**src/rtl/frame_stream_writer.sv**
```systemverilog
// frame_stream_writer: drains one frame of a valid/ready pixel stream into a linear framebuffer write port
// Ports:
//   i_clk, i_rst                      clock, asynchronous active-high reset
//   i_start, i_abort                  arm one frame / cancel the frame in progress
//   i_data_valid, i_data, o_data_ready  incoming pixel stream
//   i_mem_stall                       framebuffer cannot take a write this cycle
//   o_mem_we, o_mem_addr, o_mem_data  registered framebuffer write (1-cycle latency)
//   o_busy                            frame capture in progress (WRITE or DONE)
//   o_line_done, o_frame_done         pulses coincident with the last write of a line / frame
module frame_stream_writer #(
    parameter int IMG_W  = 640,
    parameter int IMG_H  = 480,
    parameter int ADDR_W = 19,
    parameter int DATA_W = 8
) (
    input  logic              i_clk,
    input  logic              i_rst,
    input  logic              i_start,
    input  logic              i_abort,
    input  logic              i_data_valid,
    input  logic [DATA_W-1:0] i_data,
    output logic              o_data_ready,
    input  logic              i_mem_stall,
    output logic              o_mem_we,
    output logic [ADDR_W-1:0] o_mem_addr,
    output logic [DATA_W-1:0] o_mem_data,
    output logic              o_busy,
    output logic              o_line_done,
    output logic              o_frame_done
);
    localparam int X_W = (IMG_W > 1) ? $clog2(IMG_W) : 1;
    localparam int Y_W = (IMG_H > 1) ? $clog2(IMG_H) : 1;
    typedef enum logic [1:0] {IDLE, WRITE, DONE} state_t;
    state_t r_state, w_next;
    logic [X_W-1:0]    r_x;
    logic [Y_W-1:0]    r_y;
    logic [ADDR_W-1:0] r_addr;
    logic w_ready, w_xfer, w_last_x, w_last_y, w_last, w_start;
    assign w_start      = (r_state == IDLE) & i_start;
    assign w_ready      = (r_state == WRITE) & ~i_mem_stall & ~i_abort;
    assign w_xfer       = i_data_valid & w_ready;
    assign w_last_x     = r_x == X_W'(IMG_W - 1);
    assign w_last_y     = r_y == Y_W'(IMG_H - 1);
    assign w_last       = w_last_x & w_last_y;
    assign o_data_ready = w_ready;
    assign o_busy       = r_state != IDLE;
    always_ff @(posedge i_clk or posedge i_rst) begin
        if (i_rst) r_state <= IDLE;
        else       r_state <= w_next;
    end
    always_comb begin
        w_next = r_state;
        if (w_start)                             w_next = WRITE;
        else if (r_state == WRITE && i_abort)    w_next = IDLE;
        else if (w_xfer && w_last)               w_next = DONE;
        else if (r_state == DONE)                w_next = IDLE;
    end
    // Position counters: the linear address runs alongside x/y so no y*IMG_W multiply is needed.
    always_ff @(posedge i_clk or posedge i_rst) begin
        if (i_rst) begin
            r_x    <= '0;
            r_y    <= '0;
            r_addr <= '0;
        end else if (w_start) begin
            r_x    <= '0;
            r_y    <= '0;
            r_addr <= '0;
        end else if (w_xfer) begin
            r_x    <= w_last_x ? '0 : r_x + 1'b1;
            r_y    <= w_last_x ? (w_last_y ? '0 : r_y + 1'b1) : r_y;
            r_addr <= w_last ? '0 : r_addr + 1'b1;
        end
    end
    // Address and data hold their last values when no beat is transferred.
    always_ff @(posedge i_clk or posedge i_rst) begin
        if (i_rst) begin
            o_mem_we     <= 1'b0;
            o_mem_addr   <= '0;
            o_mem_data   <= '0;
            o_line_done  <= 1'b0;
            o_frame_done <= 1'b0;
        end else begin
            o_mem_we     <= w_xfer;
            o_line_done  <= w_xfer & w_last_x;
            o_frame_done <= w_xfer & w_last;
            if (w_xfer) begin
                o_mem_addr <= r_addr;
                o_mem_data <= i_data;
            end
        end
    end
endmodule

```
**config.mk**
```make
export PLATFORM = sky130hd
export DESIGN_NAME = frame_stream_writer
export DESIGN_NICKNAME = d
export VERILOG_FILES = /design/src/rtl/frame_stream_writer.sv
export SDC_FILE = /design/constraint.sdc
export NUM_CORES = 1
export LEC_CHECK = 0
export ABC_AREA = 1
export CORE_AREA = 2 2 109 69
export CTS_CLUSTER_SIZE = 12
export DETAILED_ROUTE_END_ITERATION = 16
export DIE_AREA = 0 0 111 71
export GPL_ROUTABILITY_DRIVEN = 0
export PLACE_DENSITY = 0.77
export SETUP_SLACK_MARGIN = 0.1
export SLEW_MARGIN = 40
export SYNTH_ARGS = -nofsm -noshare
export SYNTH_HDL_FRONTEND = slang
export SYNTH_SLANG_ARGS = --single-unit
export TNS_END_PERCENT = 100
```
**constraint.sdc**
```tcl
create_clock -name i_clk -period 3.1 [get_ports i_clk]
set_input_delay 0.93 -clock i_clk [delete_from_list [all_inputs] [get_ports i_clk]]
set_output_delay 0.93 -clock i_clk [all_outputs]
set_load 0.005 [all_outputs]
```
[Yosys cells after proc, flatten, opt, wreduce, memory -nomap -nowiden]
Cells that the tools add are included.
Word-level totals
  input bits: 14
  bits in latches: 0
  ROM bits: 0
  bits in registers: 70
  bits in writable memories: 0
  logic and storage cells: 47
  memories kept: 0
  output and inout bits: 32
Cells by class
  reduce and logical (&&, ||, !) cells: 8
  multiplexer cells: 14
  add/sub/neg operators: 3
  order comparisons: 0
  equal/unequal tests: 4
  shift-type cells: 0
  multipliers: 0
  divide/modulo/power cells: 0
  bitwise gates (word level): 9
Operator list (number)
  19-bit two-way mux: 3
  9-bit two-way mux: 4
  10-bit two-way mux: 3
  19-bit by 1-bit adder with 19-bit output, second input constant: 1
  10-bit by 1-bit adder with 10-bit output, second input constant: 1
  10-bit equality test, second input constant: 1
  9-bit by 1-bit adder with 9-bit output, second input constant: 1
  9-bit equality test, second input constant: 1
  2-bit two-way mux: 4
  1-bit AND: 7
  2-bit nonzero test: 3
  4-bit nonzero test: 1
  2-bit by 1-bit equality test with 1-bit output, second input constant: 1
  2-bit equality test, second input constant: 1
  1-bit logical AND: 2
  2-bit zero test: 1
  1-bit NOT: 2
  2-bit AND reduction: 1

[Longest topological paths before layout]
  depth after elaboration: 8
  depth in mapped cells: 9
  mapped depth without buffers: 9

[Worst setup path after synthesis]
No wires, ideal clock.
  path kind: input port to output port
  start: input i_mem_stall
  end: output o_data_ready
  setup slack: 0.944 ns
  arrival: 1.226 ns
  buffers on the path: 0
  stages on the path: 1
  cells stage by stage: nor4_1
Between the ends
  longest elaborated chain between the ends: 3
Ends and longest elaborated chain
  start, declared: RTL line 23  | input logic i_mem_stall,
  1-bit NOT: RTL line 40  | assign w_ready = (r_state == WRITE) & ~i_mem_stall & ~i_abort;
  1-bit AND (2 in series): RTL line 40
  end, declared: RTL line 22  | output logic o_data_ready,
No other way between the ends.

[Final worst setup path]
Ends and elaborated chain as after synthesis.

==> results.yml <==
sta:
  finClkSkew_ns: 0.00851
  slew_headroom_pct: 67.2
  drv_slew: 0
  setup_viol: 0
  fin_crit_ns: 2.80
  worst_slew_pin_slew_ns: 0.491
  rsz0062_at_grt: "no"
  fmax_mhz: 358
  fin_ws_ns: 0.304
  min_period_over_period_pct: 90.2
  tns_ns: 0
  finalHoldViolCount: 0
routing:
  via_per_inst: 5.14
  drt-pass1-iter-count: 5
  vias: 3094
  wl_um: 8240
  antenna_left: 0
  drt_iter0_markers: 218
  drcViolationCount: 0
  wl_per_cell_um: 13.7
logic_synthesis:
  yosys_warnings: 0
  synth_edf_count: 0
  syn-cell-area_sq_mm: 0.00366
  seq_area_frac_synth_pct: 47.9
  synth-async-reset-ratio_pct: 100
  synth_nets: 473
  synth_seq_cells: 70
  synthesis.instances: 456
  ys.flop_type: "dfrtp_1"
  syn_area_per_cell_sq_um: 8.03
  ys_types: 29
global_routing:
  grtUsageTotal_pct: 22.3
  grt_pass1_vias: 2922
  antenna_found_initial: 0
  grt_first_pass_wirelength_um: 14100
  overflow: 0
  grt_max_degree: 51
pwr:
  p_switching_mw: 0.789
  peakVddDrop_mv: 0.327
  power_density_mw_per_mm2: 619
  leakagePower_nw: 2.02
  swShare_pct: 28.2
  combPwrFrac_pct: 19.5
  intPower_mw: 2.00
  finalPower_mw: 2.79
  p_seq_share_pct: 40.0
  clock_power_share_pct: 40.5
placed_design:
  place_ws_ns: 0.0120
  placed_area_sq_mm: 0.00418
  dp_hpwl_um: 5660
  port_buffers: 45
floorplan:
  core_area_sq_mm: 0.00694
  die_w_um: 111
  die_h_um: 71
  num_rows: 24
  start_util_pct: 52.8
  num_io_pins: 46
  die_area_sq_mm: 0.00788
critical_path:
  critPathLaunchType: "primary input"
  end_kind: "output port"
  cp.required_ns: 2.17
  cp_max_fo: 2
  critPathArrivalTime_ns: 1.87
  criticalPathCategory: "primary input to output port"
finish:
  syn_to_final_growth_pct: 23.3
  drive_gt1_share_pct: 11.0
  fillCellCount: 572
  final_cell_mix: "159 x nand2_1, 70 x dfrtp_1, 44 x clkdlybuf4s50_1, 38 x inv_1, 35 x nor2_1"
  design_area_sq_mm: 0.00451
  multi_input_area_sq_mm: 0.00165
  layout_commonest_cell: "nand2_1"
  area.sequential_sq_mm: 0.00175
  num_antenna_cells: 0
  fin_nets: 523
clocking:
  cts_buffer_depth: 2
  postCtsSetupBuffers: 0
  h-tree-depth: 3
  numCtsBuffers: 9
  clkTransAtPathRegs_ns: 0.05
  clock-sinks: 70
  cts_tree: "done"
  cts.root.buffer_cell: "clkbuf_16"
  clkLatencyLatePin_ns: 0.33
status:
  status: "completed"
hold_path:
  min_path_type: "flip-flop to flip-flop"
run:
  cap_violations: 0
[area by class of cell]
class	instances	share of cell area (%)
Multi-Input combinational cell	331	36.6
Clock inverter	6	2.08
Tap cell	91	2.52
Clock buffer	10	5.30
Inverter	45	3.74
Timing Repair Buffer	49	10.9
Sequential cell	70	38.8
[flip-flops by register name (all words and copies together), names as in the netlist]
| signal | count |
|---|---|
| r_y | 9 |
| o_frame_done | 1 |
| r_x | 10 |
| r_addr | 19 |
| o_mem_addr | 19 |
| r_state | 2 |
| o_line_done | 1 |
| o_mem_data | 8 |
| o_mem_we | 1 |
[layer usage]
layer  wire [um]  global-route usage [%]  part of all wire [%]  vias to the layer above
li1            -                       -                     -                     1552
met1        4040                    31.4                    49                     1437
met2        3610                    33.9                    44                       97
met3         512                    6.43                   6.2                        8
met4          79                    6.81                  0.96                        0
met5           0                       0                     0                        -
[cells in the mapped netlist, types with 5 or more instances]
cell type | count | area share, %
inv_1 | 39 | 4.0
nand4_1 | 11 | 1.9
nand3_1 | 29 | 4.0
nor2_4 | 8 | 2.5
nand2_1 | 159 | 16
o21ai_0 | 29 | 4.0
dfrtp_1 | 70 | 48
xor2_1 | 8 | 1.9
nor2_1 | 35 | 3.6
o21ai_1 | 13 | 1.8
a21oi_1 | 6 | 0.82
buf_6 | 5 | 1.5
inv_2 | 6 | 0.62
nand2_2 | 7 | 1.2
[worst max-delay path, stage by stage]
cell	delay, ns
clkdlybuf4s50_1	0.43
nor4_1	0.24
dlygate4sd2_1	0.26
[metrics by stage]
stage | cells | utilization (%) | hold slack (ns)
floorplan | 456 | - | 0.467
global placement | 586 | 60.3 | 0.461
detailed placement | 586 | 60.3 | 0.465
CTS | 602 | 65.0 | 0.480
global route | 602 | 65.0 | 0.507
finish | 602 | 65.0 | 0.478
[timing repair]
item / CTS / global route
hold endpoints to repair: 0 / 0
resized for setup: 1 / 0
hold buffers: 0 / 0
endpoints found under the setup margin: 1 / 0
[power groups by stage]
stage          clock network, mW  logic [mW]  registers (mW)
2_1_floorplan                  0       0.307            1.12
3_3_place_gp                   0       0.529            1.12
3_5_place_dp                   0       0.548            1.13
4_1_cts                     1.15       0.551            1.11
5_1_grt                     1.20       0.601            1.13
6_report                    1.13       0.545            1.12
[worst paths after layout]
kind                                            start                    endpoint  slack (ns)  cells after the start
max                                       i_mem_stall                o_data_ready        0.30                      3
min                        o_mem_addr[10]$_DFFE_PP0N_  o_mem_addr[10]$_DFFE_PP0N_        0.48                      2
max reg2reg                    r_state[1]$_DFFE_PP0P_          r_y[7]$_DFFE_PP0P_        1.40                      6
min reg2reg                o_mem_addr[10]$_DFFE_PP0N_  o_mem_addr[10]$_DFFE_PP0N_        0.48                      2
max in group asynchronous                       i_rst  o_mem_addr[11]$_DFFE_PP0N_        1.53                      3
min in group asynchronous                       i_rst   o_mem_data[7]$_DFFE_PP0N_        0.94                      2
[logic make-up (layout without fill, tap and decap cells)]
| kind of cell | Yosys count | in the layout | share of synthesized area [%] |
|---|---|---|---|
| xor+xnor | 10 | 10 | 2.39 |
| buf+inv | 55 | 110 | 6.97 |
| simple gates | 267 | 267 | 34.5 |
| flops | 70 | 70 | 47.9 |
| fa+ha+maj | 3 | 3 | 1.03 |
| compound gates | 51 | 51 | 7.21 |
(Power assumes the default switching activity.)
